**config.mk**
```make
export PLATFORM = sky130hd
export DESIGN_NAME = spi_tx_queue
export DESIGN_NICKNAME = d
export VERILOG_FILES = /design/src/rtl/spi_tx_queue.sv
export SDC_FILE = /design/constraint.sdc
export NUM_CORES = 1
export LEC_CHECK = 0
export CAP_MARGIN = 20
export CORE_ASPECT_RATIO = 0.6
export CORE_MARGIN = 4
export CORE_UTILIZATION = 55
export CTS_CLUSTER_DIAMETER = 80
export CTS_CLUSTER_SIZE = 20
export DETAILED_ROUTE_END_ITERATION = 10
export PLACE_DENSITY = 0.78
export SLEW_MARGIN = 20
export SYNTH_ARGS = -nofsm -noshare
export SYNTH_HDL_FRONTEND = slang
export SYNTH_SLANG_ARGS = --single-unit
```
**constraint.sdc**
```tcl
create_clock -name clk -period 4.9 [get_ports clk]
set_clock_uncertainty 0.2 [all_clocks]
set_input_delay 0.98 -clock clk [delete_from_list [all_inputs] [get_ports clk]]
set_output_delay 0.98 -clock clk [all_outputs]
set_load 0.01 [all_outputs]
```
**src/rtl/spi_tx_queue.sv**
```systemverilog
// SPI transmit master fed by a DEPTH-word queue; frames drain in order, cs low one cycle after the pop.
// Writes are back-pressured by wr_ready (= !full); flush/RST abort the frame and empty the queue.
module spi_tx_queue #(
  parameter int DATA_W    = 24,
  parameter int DEPTH     = 4,
  parameter int CLK_DIV   = 2,
  parameter int CS_GAP    = 2,
  parameter bit CPOL      = 1'b0,
  parameter bit MSB_FIRST = 1'b1
) (
  input  logic                       clk,
  input  logic                       RST,
  input  logic [DATA_W-1:0]          wr_data,
  input  logic                       wr_valid,
  output logic                       wr_ready,
  input  logic                       flush,
  output logic [$clog2(DEPTH+1)-1:0] level,
  output logic                       busy,
  output logic                       word_done,
  output logic                       spi_cs,
  output logic                       spi_clk,
  output logic                       spi_data
);
  localparam int AW    = $clog2(DEPTH);
  localparam int LW    = $clog2(DEPTH+1);
  localparam int DIV_W = (CLK_DIV > 1) ? $clog2(CLK_DIV) : 1;
  localparam int BIT_W = $clog2(DATA_W);
  localparam int GAP_W = (CS_GAP > 1) ? $clog2(CS_GAP) : 1;

  typedef enum logic [1:0] {S_IDLE, S_SHIFT, S_GAP} state_t;

  state_t            r_state, w_state_nxt;
  logic [DATA_W-1:0] r_mem [DEPTH];
  logic [AW-1:0]     r_wptr, r_rptr;
  logic [LW-1:0]     r_level, w_level_nxt;
  logic              r_full, r_empty, r_wr_ready;
  logic [DATA_W-1:0] r_shift;
  logic [DIV_W-1:0]  r_div;
  logic              r_phase;
  logic [BIT_W-1:0]  r_bit;
  logic [GAP_W-1:0]  r_gap;
  logic              r_cs, r_sclk, r_mosi, r_done, r_busy;
  logic              w_push, w_pop, w_half_end, w_frame_end, w_gap_end;
  logic              w_first_bit, w_next_bit;

  always_comb begin
    w_push      = wr_valid && !r_full && !flush;
    w_pop       = (r_state == S_IDLE) && !r_empty && !flush;
    w_half_end  = (r_div == DIV_W'(CLK_DIV-1));
    w_frame_end = (r_state == S_SHIFT) && w_half_end && r_phase && (r_bit == BIT_W'(DATA_W-1));
    w_gap_end   = (r_state == S_GAP) && (r_gap == GAP_W'(CS_GAP-1));
    w_level_nxt = r_level + LW'(w_push) - LW'(w_pop);
    w_first_bit = MSB_FIRST ? r_mem[r_rptr][DATA_W-1] : r_mem[r_rptr][0];
    w_next_bit  = MSB_FIRST ? r_shift[DATA_W-2] : r_shift[1];
    w_state_nxt = r_state;
    case (r_state)
      S_IDLE:  if (w_pop)       w_state_nxt = S_SHIFT;
      S_SHIFT: if (w_frame_end) w_state_nxt = S_GAP;
      S_GAP:   if (w_gap_end)   w_state_nxt = S_IDLE;
      default:                  w_state_nxt = S_IDLE;
    endcase
  end

  always_ff @(posedge clk) begin
    if (RST || flush) r_state <= S_IDLE;
    else              r_state <= w_state_nxt;
  end

  // Storage is not reset: pointers and level alone define what is valid.
  always_ff @(posedge clk) begin
    if (w_push) r_mem[r_wptr] <= wr_data;
  end

  always_ff @(posedge clk) begin
    if (RST || flush) begin
      r_wptr     <= '0;
      r_rptr     <= '0;
      r_level    <= '0;
      r_full     <= 1'b0;
      r_empty    <= 1'b1;
      r_wr_ready <= 1'b1;
      r_shift    <= '0;
      r_div      <= '0;
      r_phase    <= 1'b0;
      r_bit      <= '0;
      r_gap      <= '0;
      r_cs       <= 1'b1;
      r_sclk     <= CPOL;
      r_mosi     <= 1'b0;
      r_done     <= 1'b0;
      r_busy     <= 1'b0;
    end else begin
      r_done     <= 1'b0;
      if (w_push) r_wptr <= r_wptr + AW'(1);
      if (w_pop)  r_rptr <= r_rptr + AW'(1);
      r_level    <= w_level_nxt;
      r_full     <= (w_level_nxt == LW'(DEPTH));
      r_empty    <= (w_level_nxt == '0);
      r_wr_ready <= (w_level_nxt != LW'(DEPTH));
      case (r_state)
        S_IDLE: if (w_pop) begin
          r_shift <= r_mem[r_rptr];
          r_mosi  <= w_first_bit;
          r_cs    <= 1'b0;
          r_sclk  <= CPOL;
          r_div   <= '0;
          r_phase <= 1'b0;
          r_bit   <= '0;
          r_busy  <= 1'b1;
        end
        S_SHIFT: if (w_half_end) begin
          r_div <= '0;
          if (!r_phase) begin
            r_phase <= 1'b1;
            r_sclk  <= ~CPOL;
          end else begin
            // Second half ends: SCLK returns to idle and the next bit is launched.
            r_phase <= 1'b0;
            r_sclk  <= CPOL;
            if (w_frame_end) begin
              r_cs   <= 1'b1;
              r_mosi <= 1'b0;
              r_done <= 1'b1;
              r_gap  <= '0;
            end else begin
              r_bit   <= r_bit + BIT_W'(1);
              r_shift <= MSB_FIRST ? (r_shift << 1) : (r_shift >> 1);
              r_mosi  <= w_next_bit;
            end
          end
        end else begin
          r_div <= r_div + DIV_W'(1);
        end
        S_GAP: begin
          if (w_gap_end) r_busy <= 1'b0;
          else           r_gap  <= r_gap + GAP_W'(1);
        end
        default: ;
      endcase
    end
  end

  assign wr_ready  = r_wr_ready;
  assign level     = r_level;
  assign busy      = r_busy;
  assign word_done = r_done;
  assign spi_cs    = r_cs;
  assign spi_clk   = r_sclk;
  assign spi_data  = r_mosi;
endmodule

```
==> flow_summary.yaml <==
route:
  drt_iter0_drc: 344
  detail_route.wirelength_microns: 10800
  post_drt_wl_per_cell_microns: 17.5
  ant_nets: 0
  dr_total_vias: 3514
  detail_route.vias_per_cell: 5.71
  drc: 0
  drt_pre_antenna_iters: 5
synthesis:
  synth-seq-area-share_pct: 67.3
  postSynthNetCount: 468
  ys_types: 33
  synth_area_sq_mm: 0.00574
  syn-instance-count: 432
  number_of_storage_elements_in_the_synthesis_netlist: 145
  yosysWarningCount: 0
  avgSynthCellArea_sq_um: 13.3
hold_path:
  worstHoldPathType: "flop to flop"
clock_network:
  postCtsSetupBuffers: 0
  clk_transition_reported_paths_ns: 0.06
  clockBufferDepth: 2
  cts-htree-levels: 4
  sink_count_of_the_clock_tree: 145
  clock_tree_from_tritoncts: "built"
  cts_hold_buffers: 0
  post_cts_resize_count: 0
  clock_latency_ns: 0.41
  clock_tree.root_cell: "clkbuf_16"
  numCtsBuffers: 17
global_routing:
  globalRouteOverflowTotal: 0
  grt.total_usage_pct: 19.0
  grt_pass1_vias: 3485
  grt_antenna_before_repair: 0
  grt_first_pass_wirelength_microns: 17800
  grt_max_degree: 73
power_and_ir_drop:
  cellPowerDensity_mw_per_mm2: 402
  peakVddDrop_uv: 273
  total_leakage_power_nw: 2.23
timing:
  final_max_slew_viol_count: 0
  finalCriticalPeriod_ns: 3.65
  rsz0062_at_grt: "no"
  maxClockFrequency_mhz: 274
  relSlewSlack_pct: 30.8
  finalSetupViolations: 0
  max_slew.worst_pin.slew_ns: 1.04
  final.setup.tns_ns: 0
  final_critical_path_setup_slack_ns: 1.25
  final_min_period_over_clock_period_pct: 74.4
  finalHoldViolations: 0
placement:
  portBuffers: 36
  gp_congestion: 0.714
  dp.final_hpwl_microns: 6290
  dp_worst_setup_slack_ns: 0.811
floorplanning:
  floorplan.die.height_microns: 87.1
  floorplan.die.width_microns: 140
  floorplan.rows: 28
  die-area_sq_mm: 0.0122
  initial_utilization_pct: 57.3
  core-area_sq_mm: 0.0100
  design.portCount: 37
setup_path:
  start_kind: "primary input"
  timing.critical_path.fanout_max: 6
  timing.critical_path.arrival_ns: 3.74
  required_worst_endpoint_ns: 4.99
  endpoint_kind: "flop"
  setup.worst_path.class: "primary input to flop"
flow_run:
  max_cap_violations: 0
finish:
  synthToLayoutAreaGrowth_pct: 19.1
  final_net_count: 503
  final_common_cell: "edfxtp_1"
  antennaDiodeCount: 0
  post_route_cells_drive_above_1_share_pct: 9.38
  final.fill_count: 706
  finalCoreUtilization_pct: 68.2
  top_library_cells_by_usage_in_the_layout_fill_and_taps_aside: "edfxtp_1 (96), dfxtp_1 (48), mux2i_1 (47)"
status:
  outcome: "finished, final reports clean"
[path summary, 6_finish.rpt]
check             startpoint        to  slack, ns  depth (start not counted)
hold / removal         r_gap     r_gap       0.28                          2
setup reg to reg  r_state[1]  wr_ready       1.90                         10
hold reg to reg        r_gap     r_gap       0.28                          2
setup / recovery       flush  wr_ready       1.25                         11
[worst max-delay path, stage by stage]
cell	delay (ns)
clkdlybuf4s50_1	0.51
or4_1	0.62
inv_1	0.23
ha_1	0.15
inv_1	0.04
ha_1	0.18
fa_1	0.38
xnor2_1	0.15
xnor2_1	0.14
nor4_1	0.27
inv_1	0.09
[synth_stat cells (all sizes together)]
| library cell | n | area [sq um] |
|---|---|---|
| edfxtp | 96 | 2880 |
| dfxtp | 49 | 981 |
| mux2i | 47 | 470 |
| nor2 | 42 | 158 |
| o21ai | 27 | 135 |
| nor3 | 24 | 120 |
| nor3b | 23 | 173 |
| a2111oi | 22 | 193 |
| clkbuf | 20 | 75.1 |
| a21oi | 11 | 55.1 |
| inv | 10 | 37.5 |
| buf | 9 | 46.3 |
| nand2 | 8 | 30.0 |
| ha | 7 | 87.6 |
| and2 | 6 | 37.5 |
| xnor2 | 6 | 52.6 |
| nand3 | 4 | 20.0 |
| nor2b | 3 | 18.8 |
| or3 | 3 | 18.8 |
| and4b | 2 | 20.0 |
| mux2 | 2 | 22.5 |
| o21bai | 2 | 15.0 |
| a22oi | 1 | 7.51 |
| a31oi | 1 | 6.26 |
| fa | 1 | 20.0 |
| mux4 | 1 | 22.5 |
| nor4 | 1 | 6.26 |
| o31ai | 1 | 7.51 |
| or2 | 1 | 6.26 |
| or4 | 1 | 7.51 |
| xor2 | 1 | 8.76 |
[logic make-up (layout without fill, tap and decap cells)]
group	count (synthesis)	after routing	synth area share [%]
and+or+nand+nor	118	118	10.7
buffers and inverters	39	87	2.77
AOI/OAI and AO/OA	65	65	7.30
muxes	50	50	8.98
DFF	145	145	67.3
xor gates and xnor gates	7	7	1.07
adders and majority gates	8	8	1.87
[metrics by stage]
step	cell area [sq um]	cells	hold WS (ns)	total power, W
5_1_grt	6840	615	0.303	0.00285
6_report	6840	615	0.280	0.00275
2_1_floorplan	5740	432	0.249	0.00143
4_1_cts	6840	615	0.283	0.00277
3_5_place_dp	6230	583	0.274	0.00149
3_3_place_gp	6230	583	0.262	0.00149
[sequential cells by signal, summed over array words and instances, names as in the netlist, named ones only]
signal     flops
r_shift       23
r_empty        1
r_rptr         2
r_mem         96
word_done      1
spi_clk        1
wr_ready       1
spi_cs         1
r_state        2
r_gap          1
spi_data       1
r_full         1
busy           1
r_bit          5
r_wptr         2
r_div          1
level          3
[final cells by class]
cell class	count	area, sq um	area share [%]
tap	135	169	2.47
multi-input combinational	248	1730	25.3
sequential	145	3860	56.5
clock inverter	5	33.8	0.494
timing repair buffer	45	428	6.26
clock buffer	27	577	8.44
inverter	10	37.5	0.549
[layer usage]
layer,wire (microns),GRT usage (%),up-vias
met3,660,5.10,14
li1,-,-,1683
met1,5120,26.3,1715
met2,4830,29.4,102
met5,0,0,-
met4,143,6.77,0
[power breakdown]
part | switching [W] | total, W | internal [W] | leakage [nW]
Combinational | 0.0000710 | 0.000125 | 0.0000541 | 0.664
Clock | 0.000476 | 0.00128 | 0.000808 | 0.302
Sequential | 0.0000118 | 0.00134 | 0.00133 | 1.27
(Power assumes the default switching activity.)
